## config.mk

```make
export PLATFORM = sky130hd
export DESIGN_NAME = counter_tickgen
export DESIGN_NICKNAME = d
export VERILOG_FILES = /design/src/rtl/counter_tickgen_pkg.sv /design/src/rtl/counter_tickgen_ch.sv /design/src/rtl/counter_tickgen.sv
export SDC_FILE = /design/constraint.sdc
export NUM_CORES = 1
export LEC_CHECK = 0
export CAP_MARGIN = 20
export CORE_AREA = 4 4 108 110
export CTS_CLUSTER_SIZE = 25
export DETAILED_ROUTE_END_ITERATION = 16
export DIE_AREA = 0 0 112 114
export PLACE_DENSITY = 0.85
export SLEW_MARGIN = 20
export SYNTH_ARGS = -nofsm -noshare
export SYNTH_HDL_FRONTEND = slang
export SYNTH_HIERARCHICAL = 1
export SYNTH_SLANG_ARGS = --single-unit
```

## constraint.sdc

```tcl
create_clock -name i_clk -period 5.5 [get_ports i_clk]
set_input_delay 1.1 -clock i_clk [delete_from_list [all_inputs] [get_ports i_clk]]
set_output_delay 1.1 -clock i_clk [all_outputs]
set_load 0.1 [all_outputs]
```

## src/rtl/counter_tickgen_pkg.sv

```systemverilog
// counter_tickgen_pkg: shared source-range helpers and edge-mode encodings
package counter_tickgen_pkg;
    typedef enum logic [1:0] {
        EDGE_RISE = 2'b00,
        EDGE_FALL = 2'b01,
        EDGE_BOTH = 2'b10,
        EDGE_RSVD = 2'b11
    } edge_mode_e;

    function automatic int sel_width(input int n_int, input int n_ext, input int n_ch);
        return $clog2(n_int + n_ext + n_ch);
    endfunction

    function automatic int ext_base(input int n_int);
        return n_int;
    endfunction

    function automatic int ovf_base(input int n_int, input int n_ext);
        return n_int + n_ext;
    endfunction
endpackage

```

## src/rtl/counter_tickgen_ch.sv

```systemverilog
// counter_tickgen_ch: per-channel shadow config, source select, edge qualify and prescaler
module counter_tickgen_ch
    import counter_tickgen_pkg::*;
#(
    parameter int CH      = 0,
    parameter int NUM_CH  = 4,
    parameter int NUM_INT = 2,
    parameter int NUM_EXT = 3,
    parameter int PRESC_W = 8,
    parameter int SEL_W   = 4
) (
    input  logic               i_clk,
    input  logic               i_rstn,
    input  logic [NUM_INT-1:0] i_int_tick,
    input  logic [NUM_EXT-1:0] i_ext_lvl,
    input  logic [NUM_EXT-1:0] i_ext_prev,
    input  logic [NUM_CH-1:0]  i_cnt_ovf,
    input  logic               i_ch_en,
    input  logic [SEL_W-1:0]   i_src_sel,
    input  logic [1:0]         i_edge_mode,
    input  logic [PRESC_W-1:0] i_presc,
    output logic               o_tick,
    output logic               o_ch_start,
    output logic               o_ch_active
);
    logic [SEL_W-1:0]   sel;
    edge_mode_e         mode;
    logic [PRESC_W-1:0] presc;
    logic [PRESC_W-1:0] cnt;
    logic               ev;
    logic               run;

    assign run = i_ch_en && o_ch_active;

    always_comb begin
        ev = 1'b0;
        for (int i = 0; i < NUM_INT; i++)
            if (sel == SEL_W'(i)) ev = i_int_tick[i];
        for (int i = 0; i < NUM_EXT; i++)
            if (sel == SEL_W'(ext_base(NUM_INT) + i))
                ev = mode == EDGE_FALL ? (!i_ext_lvl[i] && i_ext_prev[i]) :
                     mode == EDGE_BOTH ? (i_ext_lvl[i] ^ i_ext_prev[i]) :
                                         (i_ext_lvl[i] && !i_ext_prev[i]);
        for (int i = 0; i < NUM_CH; i++)
            if (sel == SEL_W'(ovf_base(NUM_INT, NUM_EXT) + i))
                ev = i_cnt_ovf[i] && (i != CH);
    end

    always_ff @(posedge i_clk or negedge i_rstn) begin
        if (!i_rstn) begin
            sel         <= '0;
            mode        <= EDGE_RISE;
            presc       <= '0;
            cnt         <= '0;
            o_tick      <= 1'b0;
            o_ch_start  <= 1'b0;
            o_ch_active <= 1'b0;
        end else begin
            if (!run) begin
                sel   <= i_src_sel;
                mode  <= edge_mode_e'(i_edge_mode);
                presc <= i_presc;
            end
            o_ch_start  <= i_ch_en && !o_ch_active;
            o_ch_active <= i_ch_en;
            o_tick      <= run && ev && cnt == presc;
            cnt         <= !run ? '0 : !ev ? cnt : cnt == presc ? '0 : cnt + 1'b1;
        end
    end
endmodule

```

## src/rtl/counter_tickgen.sv

```systemverilog
// counter_tickgen: shared external synchronisers feeding NUM_CH tick-generating channels
module counter_tickgen
    import counter_tickgen_pkg::*;
#(
    parameter int NUM_CH      = 4,
    parameter int NUM_INT     = 2,
    parameter int NUM_EXT     = 3,
    parameter int PRESC_W     = 8,
    parameter int SYNC_STAGES = 2,
    parameter int SEL_W       = sel_width(NUM_INT, NUM_EXT, NUM_CH)
) (
    input  logic                      i_clk,
    input  logic                      i_rstn,
    input  logic [NUM_INT-1:0]        i_int_tick,
    input  logic [NUM_EXT-1:0]        i_ext_src,
    input  logic [NUM_CH-1:0]         i_cnt_ovf,
    input  logic [NUM_CH-1:0]         i_ch_en,
    input  logic [NUM_CH*SEL_W-1:0]   i_src_sel,
    input  logic [NUM_CH*2-1:0]       i_edge_mode,
    input  logic [NUM_CH*PRESC_W-1:0] i_presc,
    output logic [NUM_CH-1:0]         o_tick,
    output logic [NUM_CH-1:0]         o_ch_start,
    output logic [NUM_CH-1:0]         o_ch_active
);
    logic [SYNC_STAGES-1:0][NUM_EXT-1:0] sync;
    logic [NUM_EXT-1:0]                  hist;

    always_ff @(posedge i_clk or negedge i_rstn) begin
        if (!i_rstn) begin
            sync <= '0;
            hist <= '0;
        end else begin
            sync <= {sync[SYNC_STAGES-2:0], i_ext_src};
            hist <= sync[SYNC_STAGES-1];
        end
    end

    for (genvar c = 0; c < NUM_CH; c++) begin : g_ch
        counter_tickgen_ch #(
            .CH      (c),
            .NUM_CH  (NUM_CH),
            .NUM_INT (NUM_INT),
            .NUM_EXT (NUM_EXT),
            .PRESC_W (PRESC_W),
            .SEL_W   (SEL_W)
        ) u_ch (
            .i_clk       (i_clk),
            .i_rstn      (i_rstn),
            .i_int_tick  (i_int_tick),
            .i_ext_lvl   (sync[SYNC_STAGES-1]),
            .i_ext_prev  (hist),
            .i_cnt_ovf   (i_cnt_ovf),
            .i_ch_en     (i_ch_en[c]),
            .i_src_sel   (i_src_sel[c*SEL_W +: SEL_W]),
            .i_edge_mode (i_edge_mode[c*2 +: 2]),
            .i_presc     (i_presc[c*PRESC_W +: PRESC_W]),
            .o_tick      (o_tick[c]),
            .o_ch_start  (o_ch_start[c]),
            .o_ch_active (o_ch_active[c])
        );
    end
endmodule

```

==> summary.txt, run 1 <==
Status
  • Status: complete, no violations

STA
  • Clock skew: around 8 ps
  • Max Slew Vio Count: 0
  • Minimum clock period: about 3100 ps
  • Max Freq: 0.324 GHz
  • Relative slew slack: approximately 33%
  • Worst-margin pin slew: approximately 1000 ps
  • Final hold viol count: 0
  • Final setup TNS: 0 ps
  • Ratio of final minimum period to clock period: a little under three fifths
  • Number of setup violations in the final report: 0
  • RSZ-0062 raised after global routing: false

Drt
  • DRC: 0
  • Via count: roughly 4900
  • Vias per std cell: about 5.7
  • Routed wire per std cell: ~15 um
  • Final WL: roughly 13 mm
  • DR iter-0 viols: ~210
  • First-pass iteration count of the detailed router: 5
  • Final ANT Viol Nets: 0

Cells and area
  • Fin area: between 7000 and 8000 um2
  • Layout area overhead: 16.8%
  • Fin cells: roughly 860
  • Diodes inserted: 0
  • Nets: a little over 800
  • Share of layout cells above drive strength 1: around a tenth

Floorplanning
  • I/O pins: just over 80
  • Starting Density: approximately three fifths
  • Rows: 38
  • Die height: between 100 and 150 um
  • Die area: roughly 13000 um2
  • Chip width: about 110 um
  • Core box area: 10700 um2

Logic synthesis
  • Post-synthesis cell type count: between 70 and 80
  • Ys flop type: dfrtp_1
  • Seq/Total Area, Yosys: ~43%
  • Number of flops mapped to enable cells by yosys: 0
  • Main area contributors after synthesis: dfrtp_1 (43%), nand2_1 (8.3%), mux2_2 (5.7%), ha_1 (5.5%), xor2_1 (3.1%)
  • Post-synth top area share: between 40% and 50%
  • Seq cells post-synth: around 110
  • Area leader, netlist: dfrtp_1
  • Post-Syn Area: 6310 um2
  • Average cell area after synthesis: just under 10 um2
  • Post-Syn Nets: between 700 and 800
  • Most frequent cells after synthesis: nand2_1 (140), dfrtp_1 (109), inv_1 (37)
  • Synth warn: 6
  • Ys async rst share: 100%
  • Most frequent cell after synthesis: nand2_1
  • Cells after Synth: roughly 650

Critical path
  • CP arrival: around 3300 ps
  • Crit Path Class: in -> reg
  • R2R depth: 8
  • Crit end category: register
  • CP max FO: 9
  • Worst EP required: 5760 ps
  • Startpoint Class: primary input

GRT
  • Largest net degree at the start of global routing: 75
  • Grt ovf: 0
  • GRT Total Usage: about a fifth
  • Initial antenna violation count: 0
  • First-pass GRT wire length: between 20 and 25 mm
  • Number of global-route vias before repair: a little under 5000

Clock tree
  • Clk_lat worst skew: about 400 ps
  • Clock Sinks: 109
  • Hold buffer count at cts: 0
  • CTS root buffer: clkbuf_8
  • CTS Buffer Depth: 2
  • Post-CTS sizing: 0
  • CTS Buf Count: 9
  • H-tree level count: 3
  • Setup Fix Bufs, Post-CTS: 0
  • Reg clk slew, reported paths: around 90 ps
  • TritonCTS clock tree: built

Placed design
  • Placed instance area: roughly 7000 um2
  • Placed insts: 848
  • Gpl congestion: between 0.8 and 0.9
  • PortBufs: between 80 and 90
  • Hpwl dp: 9.45 mm

Worst hold path
  • Hold crit path type: reg -> reg
  • Hold Path Cell Cnt: 0

Job
  • MaxCap Viol Count: 0

Pwr
  • Power density cells: ~230 nW/um2
  • Peak VDD IR: 0.202 mV
  • Pleak: between 3 and 4 nW
## cell families (layout without fill, tap and decap cells)
| family | after synthesis | in the layout | share of synthesized area, % |
|---|---|---|---|
| AND/OR/NAND/NOR | 273 | 273 | 21.3 |
| flip-flops | 109 | 109 | 43.2 |
| AO/OA/AOI/OAI | 101 | 101 | 13.3 |
| buffers and inverters | 65 | 136 | 4.52 |
| multiplexers | 44 | 44 | 7.65 |
| XOR/XNOR | 33 | 33 | 4.58 |
| adder cells (fa/ha/maj) | 28 | 28 | 5.55 |
## worst max-delay path: stages
cell	delay, ps
clkdlybuf4s50_1	580
nand2b_1	90
a2111oi_0	470
a41o_1	140
or4_1	300
nand3_2	240
o41ai_1	410
## per-layer routing
metal | global-route usage (%) | wire (um) | vias to the layer above
li1 | - | - | 2411
met5 | 0 | 0 | -
met2 | 34.9 | 6420 | 157
met3 | 4.19 | 665 | 26
met1 | 27.4 | 5980 | 2318
met4 | 9.70 | 285 | 0
## worst paths after layout
path | slack (ps) | to | from
setup / recovery | 2420 | g_ch[0].u_ch/cnt[4] | i_int_tick[1]
hold / removal | 350 | sync[3] | sync[0]
setup reg to reg | 2830 | g_ch[0].u_ch/cnt[4] | sync[5]
hold reg to reg | 350 | sync[3] | sync[0]
max in group asynchronous | 3600 | g_ch[2].u_ch/cnt[0] | i_rstn
min in group asynchronous | 840 | g_ch[1].u_ch/presc[4] | i_rstn
## flip-flops by register name, indices dropped and copies added, names as in the netlist
signal                 flops
hist                       3
g_ch.u_ch/o_ch_start       4
g_ch.u_ch/o_ch_active      4
g_ch.u_ch/cnt             32
g_ch.u_ch/mode             8
g_ch.u_ch/presc           32
sync                       6
g_ch.u_ch/sel             16
g_ch.u_ch/o_tick           4
## report_power, final
group | switching, mW | leakage (nW) | internal [mW] | total (mW)
sequential | 0.0596 | 1.37 | 0.844 | 0.903
combinational | 0.160 | 1.91 | 0.143 | 0.303
clock | 0.265 | 0.107 | 0.255 | 0.520
## cells in the final DEF (no fill, tap or decap), drive strengths merged, types with 8 or more instances in the layout
cell type      instances
o41ai                  9
clkdlybuf4s50         81
o22ai                  8
nand2                141
mux2                  34
o21ai                 18
nor2                  19
nand3                 18
inv                   37
mux2i                 10
xnor2                 11
nand2b                13
dfrtp                109
clkbuf                11
nor3                  11
xor2                  22
or3                    8
nor2b                 11
a21oi                 12
ha                    28
## metrics by stage
| stage | setup WS (ps) | hold slack [ps] | power, mW | utilization (%) |
|---|---|---|---|---|
| detailed placement | 2050 | 335 | 1.22 | 67.0 |
| finish | 2420 | 355 | 1.73 | 68.9 |
| CTS | 2440 | 356 | 1.74 | 68.9 |
| floorplan | 2900 | 331 | 1.11 | - |
| global placement | 2300 | 334 | 1.21 | 67.0 |
| global route | 2360 | 361 | 1.81 | 68.9 |
## cell type report
| type | count | area [um2] |
|---|---|---|
| flip-flops and latches | 109 | 2730 |
| multi-input cells | 479 | 3300 |
| repair buffers | 83 | 826 |
| clock buffers | 11 | 131 |
| well taps | 140 | 175 |
| clock inverters | 5 | 75.1 |
| inverters | 37 | 139 |
| fillers | 809 | 3320 |
No activity file was read; power rests on OpenSTA's default activity.
==> run 2: changes to the inputs <==
--- a/config.mk
+++ b/config.mk
@@ -6,11 +6,11 @@
 export NUM_CORES = 1
 export LEC_CHECK = 0
 export CAP_MARGIN = 20
-export CORE_AREA = 4 4 108 110
+export CORE_AREA = 4 4 112 114
 export CTS_CLUSTER_SIZE = 25
 export DETAILED_ROUTE_END_ITERATION = 16
-export DIE_AREA = 0 0 112 114
-export PLACE_DENSITY = 0.85
+export DIE_AREA = 0 0 116 118
+export PLACE_DENSITY = 0.79
 export SLEW_MARGIN = 20
 export SYNTH_ARGS = -nofsm -noshare
 export SYNTH_HDL_FRONTEND = slang
==> constraint.sdc (replaced) <==
create_clock -name i_clk -period 2.9 [get_ports i_clk]
set_input_delay 0.58 -clock i_clk [delete_from_list [all_inputs] [get_ports i_clk]]
set_output_delay 0.58 -clock i_clk [all_outputs]
set_load 0.1 [all_outputs]
==> run 2 against run 1 <==
Sequential power is 89% higher. Via count is 1.9% higher. Register-to-register slack worse by 2600 ps. Combinational power is 93% higher. Non-clock buffer count is 7 higher. Design area is 2.3% higher. Hold slack worse by 210 ps. First-iteration DRC count is 19% higher. Critical path type is now reg -> reg. Largest cell class unchanged.
==> summary.txt, run 2 (synthesized netlist as in run 1, its figures left out) <==
Status
  • Status: complete, no violations

Clock tree
  • Clk_lat worst skew: 350 ps (-40 ps)
  • TritonCTS clock tree: built
  • Reg clk slew, reported paths: 70 ps (-20 ps)
  • CTS Buf Count: 9 (unchanged)
  • Hold buffer count at cts: 0 (unchanged)
  • Clock Sinks: 109 (unchanged)
  • H-tree level count: 3 (unchanged)
  • Post-CTS sizing: 0 (unchanged)
  • CTS root buffer: clkbuf_16
  • CTS Buffer Depth: 2 (unchanged)
  • Setup Fix Bufs, Post-CTS: 0 (unchanged)

Pwr
  • Power Total: 3.65 mW (+110%)
  • Power density cells: 484 nW/um2 (+110%)
  • Peak VDD IR: 0.366 mV (+82%)
  • Pleak: 3.50 nW (+3.4%)

Critical path
  • Worst path max stage delay: 730 ps (+150 ps)
  • Crit end category: register
  • Worst-path cell chain: inv_1 -> ha_1 -> nor2b_1 -> a2111oi_0 -> nor3_1 -> or4_1 -> nand3_2 -> o41ai_1
  • Top delay family on crit path: simple AND/OR/NAND/NOR gates
  • WP buf/inv: 1 (unchanged)
  • Worst EP required: 3110 ps (-2650 ps)
  • CP arrival: 2880 ps (-460 ps)
  • Worst path slowest cell: or4_1
  • Crit Path Class: reg -> reg
  • Startpoint Class: register
  • CP max FO: 9 (unchanged)

Drt
  • DRC: 0 (unchanged)
  • DR iter-0 viols: 251 (+19%)
  • Final WL: 13.5 mm (+1.3%)
  • Routed wire per std cell: 15.5 um (+0.14%)
  • Final ANT Viol Nets: 0 (unchanged)
  • First-pass iteration count of the detailed router: 6 (+1)
  • Vias per std cell: 5.72 (+0.69%)
  • Via count: 5003 (+1.9%)

GRT
  • GRT Total Usage: 20.8% (-0.48 points)
  • Grt ovf: 0 (unchanged)
  • Initial antenna violation count: 0 (unchanged)
  • Largest net degree at the start of global routing: 54 (-28%)
  • First-pass GRT wire length: 23.3 mm (+4.5%)
  • Number of global-route vias before repair: 5136 (+4.9%)

Cells and area
  • Share of layout cells above drive strength 1: 12.3% (+2.8 points)
  • Top Registers: g_ch.u_ch/cnt: 32 flops, g_ch.u_ch/presc: 32 flops, g_ch.u_ch/sel: 16 flops
  • Nets: 825 (+0.86%)
  • Most frequent cells in the layout: nand2_1 (140), dfrtp_1 (109), clkdlybuf4s50_1 (69)
  • Core Util, Final: 66.1% (-2.9 points)
  • Fillers: 930 (+15%)
  • Layout area overhead: 19.5%
  • Most common cell after layout, fill and taps aside: nand2_1
  • Diodes inserted: 0 (unchanged)

STA
  • Relative slew slack: 53.6% (+20 points)
  • RSZ-0062 raised after global routing: false
  • Worst-margin pin slew: 694 ps (-305 ps)
  • Clock skew: 6.11 ps (-1.90 ps)
  • Final setup margin: 221 ps (-2190 ps)
  • Final setup TNS: 0 ps (unchanged)
  • Fin Hold WS: 141 ps (-213 ps)
  • Final hold viol count: 0 (unchanged)
  • Max Freq: 0.373 GHz
  • Max Slew Vio Count: 0 (unchanged)
  • Ratio of final minimum period to clock period: a little over 90%
  • Minimum clock period: 2680 ps
  • Number of setup violations in the final report: 0 (unchanged)

Placed design
  • Place WS: 50.0 ps (-2000 ps)
  • Hpwl dp: 9.74 mm (+3.1%)
  • Gpl congestion: 0.868 (+2.5%)
  • PortBufs: 82 (unchanged)

Job
  • MaxCap Viol Count: 0 (unchanged)

Worst hold path
  • Hold crit path type: in -> async

Floorplanning
  • Rows: 39 (+2.6%)
  • Die height: 118 um (+3.5%)
  • Core box area: 11400 um2 (+6.7%)
  • Starting Density: 55.3% (-3.7 points)
  • Die area: 13700 um2 (+7.2%)
  • I/O pins: 83 (unchanged)
  • Chip width: 116 um (+3.6%)
-- run 2: cell types whose count changed in the layout (fill, tap and decap cells not counted), sizes merged --
cell           change
clkdlybuf4s50     -12
buf               +19
-- run 2: path summary, 6_finish.rpt --
path,startpoint,slack [ps],to,cells past startpoint
worst max-delay path,sync[5],220,g_ch[0].u_ch/cnt[6],8
worst min-delay path,i_rstn,140,g_ch[1].u_ch/presc[7],1
worst max register to register,sync[5],220,g_ch[0].u_ch/cnt[6],8
worst min register to register,sync[0],350,sync[3],0
max in group asynchronous,i_rstn,2010,hist[1],2
min in group i_clk,sync[0],350,sync[3],0
-- run 2: worst reg2reg max path, cell delays in order, from the launching register on --
cell	delay (ps)
dfrtp_1	540
inv_1	90
ha_1	290
nor2b_1	40
a2111oi_0	400
nor3_1	90
or4_1	730
nand3_2	250
o41ai_1	110
-- run 2: final cells by class --
cell class | instances | area [um2] | area share [%]
Timing Repair Buffer | 90 | 861 | 11.4
Tap cell | 143 | 179 | 2.37
Clock inverter | 5 | 82.6 | 1.09
Multi-Input combinational cell | 479 | 3300 | 43.8
Sequential cell | 109 | 2730 | 36.2
Inverter | 37 | 139 | 1.84
Clock buffer | 11 | 253 | 3.35
-- run 2: through the flow --
step	std cells	area, um2
finish	874	7540
global route	874	7540
CTS	874	7540
detailed placement	858	7210
global placement	858	7210
floorplan	653	6310
-- run 2: metal layers --
metal	track usage [%]	part of all wire (%)
met5	0	0
met4	9.43	1.9
met3	3.29	4.6
met2	33.0	49
met1	27.7	44
-- run 2: power by group --
part           internal, mW  total (mW)  leakage, nW  switching, mW
sequential             1.60        1.71         1.37          0.111
combinational         0.278       0.585         1.97          0.307
clock                 0.805        1.36        0.166          0.551
total                  2.68        3.65         3.50          0.969
